## src/rtl/exec_pkg.sv

```systemverilog
//==============================================================================
// Module      : exec_pkg
// Description : Shared funct codes, ALU control encodings and funct decoder
// Revision    : 1.0 - initial release
//==============================================================================
`default_nettype none

package exec_pkg;

    localparam logic [5:0] c_FUNCT_AND = 6'b100100;
    localparam logic [5:0] c_FUNCT_OR  = 6'b100101;
    localparam logic [5:0] c_FUNCT_ADD = 6'b100000;
    localparam logic [5:0] c_FUNCT_SUB = 6'b100010;
    localparam logic [5:0] c_FUNCT_SLT = 6'b101010;

    typedef enum logic [2:0] {
        c_ALU_AND = 3'b000,
        c_ALU_OR  = 3'b001,
        c_ALU_ADD = 3'b010,
        c_ALU_SUB = 3'b110,
        c_ALU_SLT = 3'b111
    } alu_op_e;

    typedef struct packed {
        alu_op_e f;
        logic    err;
    } dec_t;

    function automatic dec_t decode_funct(input logic [5:0] funct);
        dec_t d;
        d.f   = c_ALU_AND;
        d.err = 1'b0;
        case (funct)
            c_FUNCT_AND: d.f = c_ALU_AND;
            c_FUNCT_OR:  d.f = c_ALU_OR;
            c_FUNCT_ADD: d.f = c_ALU_ADD;
            c_FUNCT_SUB: d.f = c_ALU_SUB;
            c_FUNCT_SLT: d.f = c_ALU_SLT;
            default:     d.err = 1'b1;
        endcase
        return d;
    endfunction

endpackage

`default_nettype wire

```

## src/rtl/alu.sv

```systemverilog
//==============================================================================
// Module      : alu
// Description : Combinational AND/OR/ADD/SUB/SLT unit
// Revision    : 1.0 - initial release
//==============================================================================
`default_nettype none

module alu
    import exec_pkg::*;
#(
    parameter int WIDTH = 32
) (
    input  logic [WIDTH-1:0] a,
    input  logic [WIDTH-1:0] b,
    input  alu_op_e          f,
    output logic [WIDTH-1:0] y
);

    logic [WIDTH-1:0] w_diff;

    assign w_diff = a - b;

    // SLT takes the raw sign of a-b; overflow is deliberately not corrected
    always_comb begin
        y = '0;
        case (f)
            c_ALU_AND: y = a & b;
            c_ALU_OR:  y = a | b;
            c_ALU_ADD: y = a + b;
            c_ALU_SUB: y = w_diff;
            c_ALU_SLT: y = {{(WIDTH-1){1'b0}}, w_diff[WIDTH-1]};
            default:   y = '0;
        endcase
    end

endmodule

`default_nettype wire

```

## src/rtl/exec_stage.sv

```systemverilog
//==============================================================================
// Module      : exec_stage
// Description : Two-stage R-type execute slice with 32x32 register file,
//               result forwarding and an external register-load port
// Revision    : 1.0 - initial release
//==============================================================================
`default_nettype none

module exec_stage
    import exec_pkg::*;
#(
    parameter int WIDTH = 32
) (
    input  logic             clk,
    input  logic             reset,
    input  logic             in_valid,
    output logic             in_ready,
    input  logic [5:0]       in_funct,
    input  logic [4:0]       in_rs,
    input  logic [4:0]       in_rt,
    input  logic [4:0]       in_rd,
    output logic             out_valid,
    input  logic             out_ready,
    output logic [WIDTH-1:0] out_y,
    output logic             out_zero,
    output logic [4:0]       out_rd,
    output logic             out_err,
    input  logic             ld_en,
    input  logic [4:0]       ld_addr,
    input  logic [WIDTH-1:0] ld_data
);

    logic                   r_s1_full;
    logic [4:0]             r_s1_rs;
    logic [4:0]             r_s1_rt;
    logic [4:0]             r_s1_rd;
    alu_op_e                r_s1_f;
    logic                   r_s1_err;

    logic                   r_s2_full;
    logic [WIDTH-1:0]       r_y;
    logic                   r_zero;
    logic [4:0]             r_rd;
    logic                   r_err;

    logic [WIDTH-1:0]       r_rf [32];

    logic                   w_accept;
    logic                   w_s1_adv;
    logic                   w_s2_hs;
    logic                   w_wb;
    dec_t                   w_dec;
    logic [1:0][4:0]        w_src;
    logic [1:0][WIDTH-1:0]  w_opnd;
    logic [WIDTH-1:0]       w_alu_y;
    logic [WIDTH-1:0]       w_result;

    assign w_s2_hs  = r_s2_full & out_ready;
    assign w_s1_adv = r_s1_full & (~r_s2_full | w_s2_hs);
    assign in_ready = ~r_s1_full | w_s1_adv;
    assign w_accept = in_valid & in_ready;
    assign w_wb     = w_s2_hs & ~r_err;
    assign w_dec    = decode_funct(in_funct);

    assign out_valid = r_s2_full;
    assign out_y     = r_y;
    assign out_zero  = r_zero;
    assign out_rd    = r_rd;
    assign out_err   = r_err;

    assign w_src[0] = r_s1_rs;
    assign w_src[1] = r_s1_rt;

    // Operand select: S2 result first, then a same-edge load, then the array
    for (genvar gi = 0; gi < 2; gi++) begin : g_opnd
        assign w_opnd[gi] =
            (r_s2_full && !r_err && (r_rd == w_src[gi]) && (w_src[gi] != 5'd0)) ? r_y :
            (ld_en && (ld_addr == w_src[gi]) && (w_src[gi] != 5'd0))           ? ld_data :
                                                                                 r_rf[w_src[gi]];
    end

    alu #(
        .WIDTH (WIDTH)
    ) u_alu (
        .a (w_opnd[0]),
        .b (w_opnd[1]),
        .f (r_s1_f),
        .y (w_alu_y)
    );

    assign w_result = r_s1_err ? '0 : w_alu_y;

    always_ff @(posedge clk or posedge reset) begin
        if (reset) begin
            r_s1_full <= 1'b0;
            r_s1_rs   <= '0;
            r_s1_rt   <= '0;
            r_s1_rd   <= '0;
            r_s1_f    <= c_ALU_AND;
            r_s1_err  <= 1'b0;
        end else begin
            if (w_accept) begin
                r_s1_full <= 1'b1;
                r_s1_rs   <= in_rs;
                r_s1_rt   <= in_rt;
                r_s1_rd   <= in_rd;
                r_s1_f    <= w_dec.f;
                r_s1_err  <= w_dec.err;
            end else if (w_s1_adv) begin
                r_s1_full <= 1'b0;
            end
        end
    end

    always_ff @(posedge clk or posedge reset) begin
        if (reset) begin
            r_s2_full <= 1'b0;
            r_y       <= '0;
            r_zero    <= 1'b0;
            r_rd      <= '0;
            r_err     <= 1'b0;
        end else begin
            if (w_s1_adv) begin
                r_s2_full <= 1'b1;
                r_y       <= w_result;
                r_zero    <= (w_result == '0);
                r_rd      <= r_s1_rd;
                r_err     <= r_s1_err;
            end else if (w_s2_hs) begin
                r_s2_full <= 1'b0;
            end
        end
    end

    // r0 is never written; writeback beats a load to the same register
    always_ff @(posedge clk or posedge reset) begin
        if (reset) begin
            for (int i = 0; i < 32; i++) begin
                r_rf[i] <= '0;
            end
        end else begin
            for (int i = 1; i < 32; i++) begin
                if (w_wb && (r_rd == 5'(i))) begin
                    r_rf[i] <= r_y;
                end else if (ld_en && (ld_addr == 5'(i))) begin
                    r_rf[i] <= ld_data;
                end
            end
        end
    end

endmodule

`default_nettype wire

```

## config.mk

```make
export PLATFORM = sky130hd
export DESIGN_NAME = exec_stage
export DESIGN_NICKNAME = d
export VERILOG_FILES = /design/src/rtl/exec_pkg.sv /design/src/rtl/alu.sv /design/src/rtl/exec_stage.sv
export SDC_FILE = /design/constraint.sdc
export NUM_CORES = 2
export LEC_CHECK = 0
export ABC_AREA = 0
export BUFFER_PORTS_ARGS = -buffer_cell sky130_fd_sc_hd__buf_2
export CAP_MARGIN = 0
export CORE_AREA = 2 2 485 367
export DETAILED_ROUTE_END_ITERATION = 10
export DIE_AREA = 0 0 487 369
export MAX_ROUTING_LAYER = met4
export PLACE_DENSITY = 0.68
export REMOVE_ABC_BUFFERS = 1
export SLEW_MARGIN = 20
export SYNTH_ARGS = -nofsm -noshare
export SYNTH_HDL_FRONTEND = slang
export SYNTH_HIERARCHICAL = 1
export SYNTH_SLANG_ARGS = --single-unit
```

## constraint.sdc

```tcl
create_clock -name clk -period 30.7 [get_ports clk]
set_input_delay 0 -clock clk [delete_from_list [all_inputs] [get_ports clk]]
set_output_delay 0 -clock clk [all_outputs]
set_load 0.005 [all_outputs]
```

==> run summary <==
RUN STATUS
--------------------------------------------------------------------------------------------------------
Result of the run                                                                              completed

PLACED DESIGN
--------------------------------------------------------------------------------------------------------
Pre-CTS worst setup slack                                                                       22.04 ns
Port Buffers                                                                                         103
Weighted congestion at the end of routability-driven global placement                              1.008
Post-DP HPWL                                                                                   189300 µm
Cells after DPL                                                                                     9043

CELLS AND AREA
--------------------------------------------------------------------------------------------------------
Post-Layout Cell Count                                                                              9345
Area occupied by multi-input gates                                                             41100 µm²
End-of-flow core utilization                                                                      0.4439
Fraction of layout instances using a drive strength above 1                                       0.1510
Nets                                                                                                7103
Fillers                                                                                           16.29k
Sequential cell area                                                                           26360 µm²
Area Growth Syn to Fin                                                                            8.661%

POWER
--------------------------------------------------------------------------------------------------------
Leak pwr                                                                                      0.03482 µW
Overall power consumption                                                                        7101 µW
Ratio of total power to cell area                                                           91.64 nW/µm²
Largest vdd supply drop                                                                       0.05707 mV

WORST SETUP PATH
--------------------------------------------------------------------------------------------------------
Worst path arrival time                                                                          9.68 ns
Timing startpoint of the critical path                                                        r_s1_rs[1]
Critical Path End Type                                                                         flip-flop
Critical setup path kind                                                                      reg -> reg
Largest incremental delay on the critical path                                                   0.81 ns
Worst path bufs/invs                                                                                   4
Critical path's top delay family                                                            compound AO/OA/AOI/OAI gates
Data required time of the critical path                                                         31.40 ns
Largest fanout on the critical path                                                                   38
Critical-path top delay cell                                                                     o21ai_0
RR Startpoint                                                                                 r_s1_rs[1]
Type of element launching the critical path                                                    flip-flop

SYNTH
--------------------------------------------------------------------------------------------------------
Asr flop ratio synth                                                                               1.000
Netlist Area Pre-Place                                                                         71310 µm²
Most used flip-flop cell after synthesis                                                         dfrtp_1
Number of synthesized flops with an enable pin                                                         0
Number of instances in the synthesized netlist                                                      7293
Per-instance average area after synthesis                                                      9.778 µm²
Flop and latch count out of synthesis                                                               1052
Distinct cell type count after synthesis                                                             105
Register area share after synthesis                                                               0.3692
Total of warnings raised by yosys                                                                     70

DIE
--------------------------------------------------------------------------------------------------------
I/O pin count                                                                                        104
Number of placement rows                                                                             133
Die Width                                                                                         487 µm
Overall die height                                                                                369 µm
Effective utilization at floorplan                                                                0.4085
Area of the core                                                                              174600 µm²
Full die area                                                                                 179700 µm²

CTS
--------------------------------------------------------------------------------------------------------
Number of gates given a new drive strength after cts                                                   0
Post-CTS clock slew at the launch and capture registers of the worst setup and hold paths        0.07 ns
Total setup buffers inserted after CTS                                                                 0
CTS sink cnt                                                                                        1052
Maximum level of the CTS H-tree                                                                        3
Clock buffer count from CTS                                                                          107
Clock latency of the later-clocked register in the worst-skew pair                               0.82 ns
CTS tree                                                                                             yes
Maximum root-to-sink buffer count                                                                      3
CTS root buffer                                                                                clkbuf_16

STA
--------------------------------------------------------------------------------------------------------
Worst Clk Skew                                                                                0.06385 ns
Number of setup violations in the final report                                                         0
Setup repair after global routing missed its margin                                                   no
Final Hold Fails                                                                                       0
Number of max-slew violations in the final report                                                      0
Final period utilization                                                                          0.2924
Actual slew at the worst max-slew pin                                                           1.285 ns
Highest attainable clock frequency                                                             111.4 MHz
Min Clock Period, post-route                                                                    8.976 ns
Normalized max-slew margin                                                                        0.1430
Setup TNS                                                                                           0 ns
Worst setup margin                                                                              21.72 ns

DETAILED ROUTING
--------------------------------------------------------------------------------------------------------
Drc violations                                                                                         0
DR iter-0 viols                                                                                   11.12k
Final WL                                                                                       311900 µm
Via/cell ratio                                                                                     6.794
Routed length per placed instance                                                               33.38 µm
Remaining number of nets flagged by the antenna check after routing                                    0
Detailed-route via count                                                                          63.49k
First-pass DRT Iterations                                                                              7

GLOBAL ROUTING
--------------------------------------------------------------------------------------------------------
Number of global-route vias before repair                                                         59.60k
Total global-route track usage                                                                    0.3489
Maximum number of pins on one net before global-route repair                                         136
Global-route wire length before repair                                                         443200 µm
Global-route congestion overflow total                                                                 0
Initial antenna violation count                                                                       19

JOB
--------------------------------------------------------------------------------------------------------
Max-Cap Viols                                                                                          0

HOLD PATH
--------------------------------------------------------------------------------------------------------
Hold/Removal Path Class                                                                        in -> reg
Startpoint of the tightest hold check path                                                      in_rs[4]

==> worst paths after layout <==
check / to / slack (ns) / cells after the start
max in group asynchronous: r_rf[846] / 26.54 / 8
hold / removal: r_s1_rs[4] / 0.04 / 3
setup reg to reg: out_zero / 21.72 / 25
hold reg to reg: out_y[13] / 0.50 / 2
setup / recovery: out_zero / 21.72 / 25
min in group asynchronous: r_rf[563] / 0.36 / 4
==> layout by cell type, fill, tap and decap left out, types with 29 or more instances in the layout <==
cell / instances
nor2_1: 656
a221o_1: 51
nand2_1: 652
a22oi_1: 94
o21ai_0: 576
a21oi_1: 665
mux2_2: 79
nor3_1: 31
dlygate4sd3_1: 73
mux2i_1: 1208
buf_2: 103
dfrtp_1: 1039
inv_1: 113
nand3_1: 29
xnor2_1: 38
a221oi_1: 60
buf_4: 183
a211oi_1: 56
o22ai_1: 107
mux4_2: 353
ha_1: 104
nand2b_1: 59
nor4_1: 30
nor2b_1: 45
clkbuf_16: 107
==> registers in the layout, indices dropped and copies added, names as in the netlist, 3 cells and up <==
register,count
out_rd,5
out_y,32
r_rf,992
r_s1_f,3
r_s1_rd,5
r_s1_rs,5
r_s1_rt,5
==> per-layer routing <==
| layer | vias up | global-route usage | share of wire |
|---|---|---|---|
| met3 | 1182 | 0.1453 | 0.16 |
| li1 | 25700 | - | - |
| met4 | 0 | 0.1804 | 0.061 |
| met5 | - | - | 0 |
| met2 | 5345 | 0.4527 | 0.40 |
| met1 | 31260 | 0.4580 | 0.39 |
==> power breakdown <==
part / leakage, µW / total [µW] / switching (µW) / internal, µW
Clock: 0.00186 / 1470 / 648 / 819
Sequential: 0.0132 / 2450 / 511 / 1940
Combinational: 0.0197 / 3180 / 1840 / 1340
Total: 0.0348 / 7100 / 3000 / 4100
==> cell type report <==
| type | count | share of cell area |
|---|---|---|
| Sequential cell | 1052 | 0.3402 |
| Inverter | 118 | 0.005829 |
| Multi-Input combinational cell | 5285 | 0.5304 |
| Clock buffer | 145 | 0.03872 |
| Tap cell | 2295 | 0.03706 |
| Antenna cell | 22 | 0.0007105 |
| Clock inverter | 58 | 0.01054 |
| Timing Repair Buffer | 370 | 0.03653 |
==> per-stage QoR <==
step | hold WS, ns | cell area [µm²]
after floorplan | 0.09776 | 67320
after global placement | 0.2252 | 72750
after detailed placement | 0.2233 | 72770
after CTS | 0.01501 | 77310
after global routing | 0.02189 | 77470
final | 0.03788 | 77490
==> synthesized netlist by cell type (14+ instances only) <==
library cell	count	area, µm²
mux4_2	353	7950
nand3_1	35	175.2
a221o_1	51	510.5
buf_2	122	610.6
nor3_1	37	185.2
mux2_2	79	889.6
nand4_1	20	125.1
a221oi_1	60	525.5
a21oi_1	665	3328
buf_6	33	371.6
dfrtp_1	1052	26330
o221ai_1	17	148.9
a2111oi_0	24	210.2
and3_1	18	112.6
nand2_1	679	2549
a211oi_1	56	420.4
or3_1	23	143.9
ha_1	104	1301
xnor2_1	38	332.8
nor2b_1	52	325.3
nor4_1	30	187.7
o211ai_1	17	127.6
mux2i_1	1208	12090
nor2_1	681	2556
clkbuf_1	456	1712
a22oi_1	94	705.7
nand2b_1	61	381.6
buf_4	70	525.5
o21ai_0	577	2888
buf_1	140	525.5
clkbuf_8	14	192.7
inv_1	115	431.7
o22ai_1	107	669.4
==> kinds of logic after synthesis <==
logic type                 after synthesis  synth area share
xor gates and xnor gates                46          0.005650
adders and majority gates              106           0.01881
muxes                                 1640            0.2935
and+or+nand+nor                       1700            0.1020
AOI/OAI and AO/OA                     1793            0.1487
buffers and inverters                  956           0.06213
DFF                                   1052            0.3692
==> tightest hold or removal path, delay by kind of cell <==
kind | cells | cell delay [ns]
muxes | 1 | 0.15
buffers and inverters | 2 | 0.65
==> timing repair <==
action / 4_1_cts / 5_1_grt
endpoints found under the setup margin: 0 / 0
hold buffers: 72 / 1
hold endpoints to repair: 1133 / 51
(Power assumes the default switching activity.)
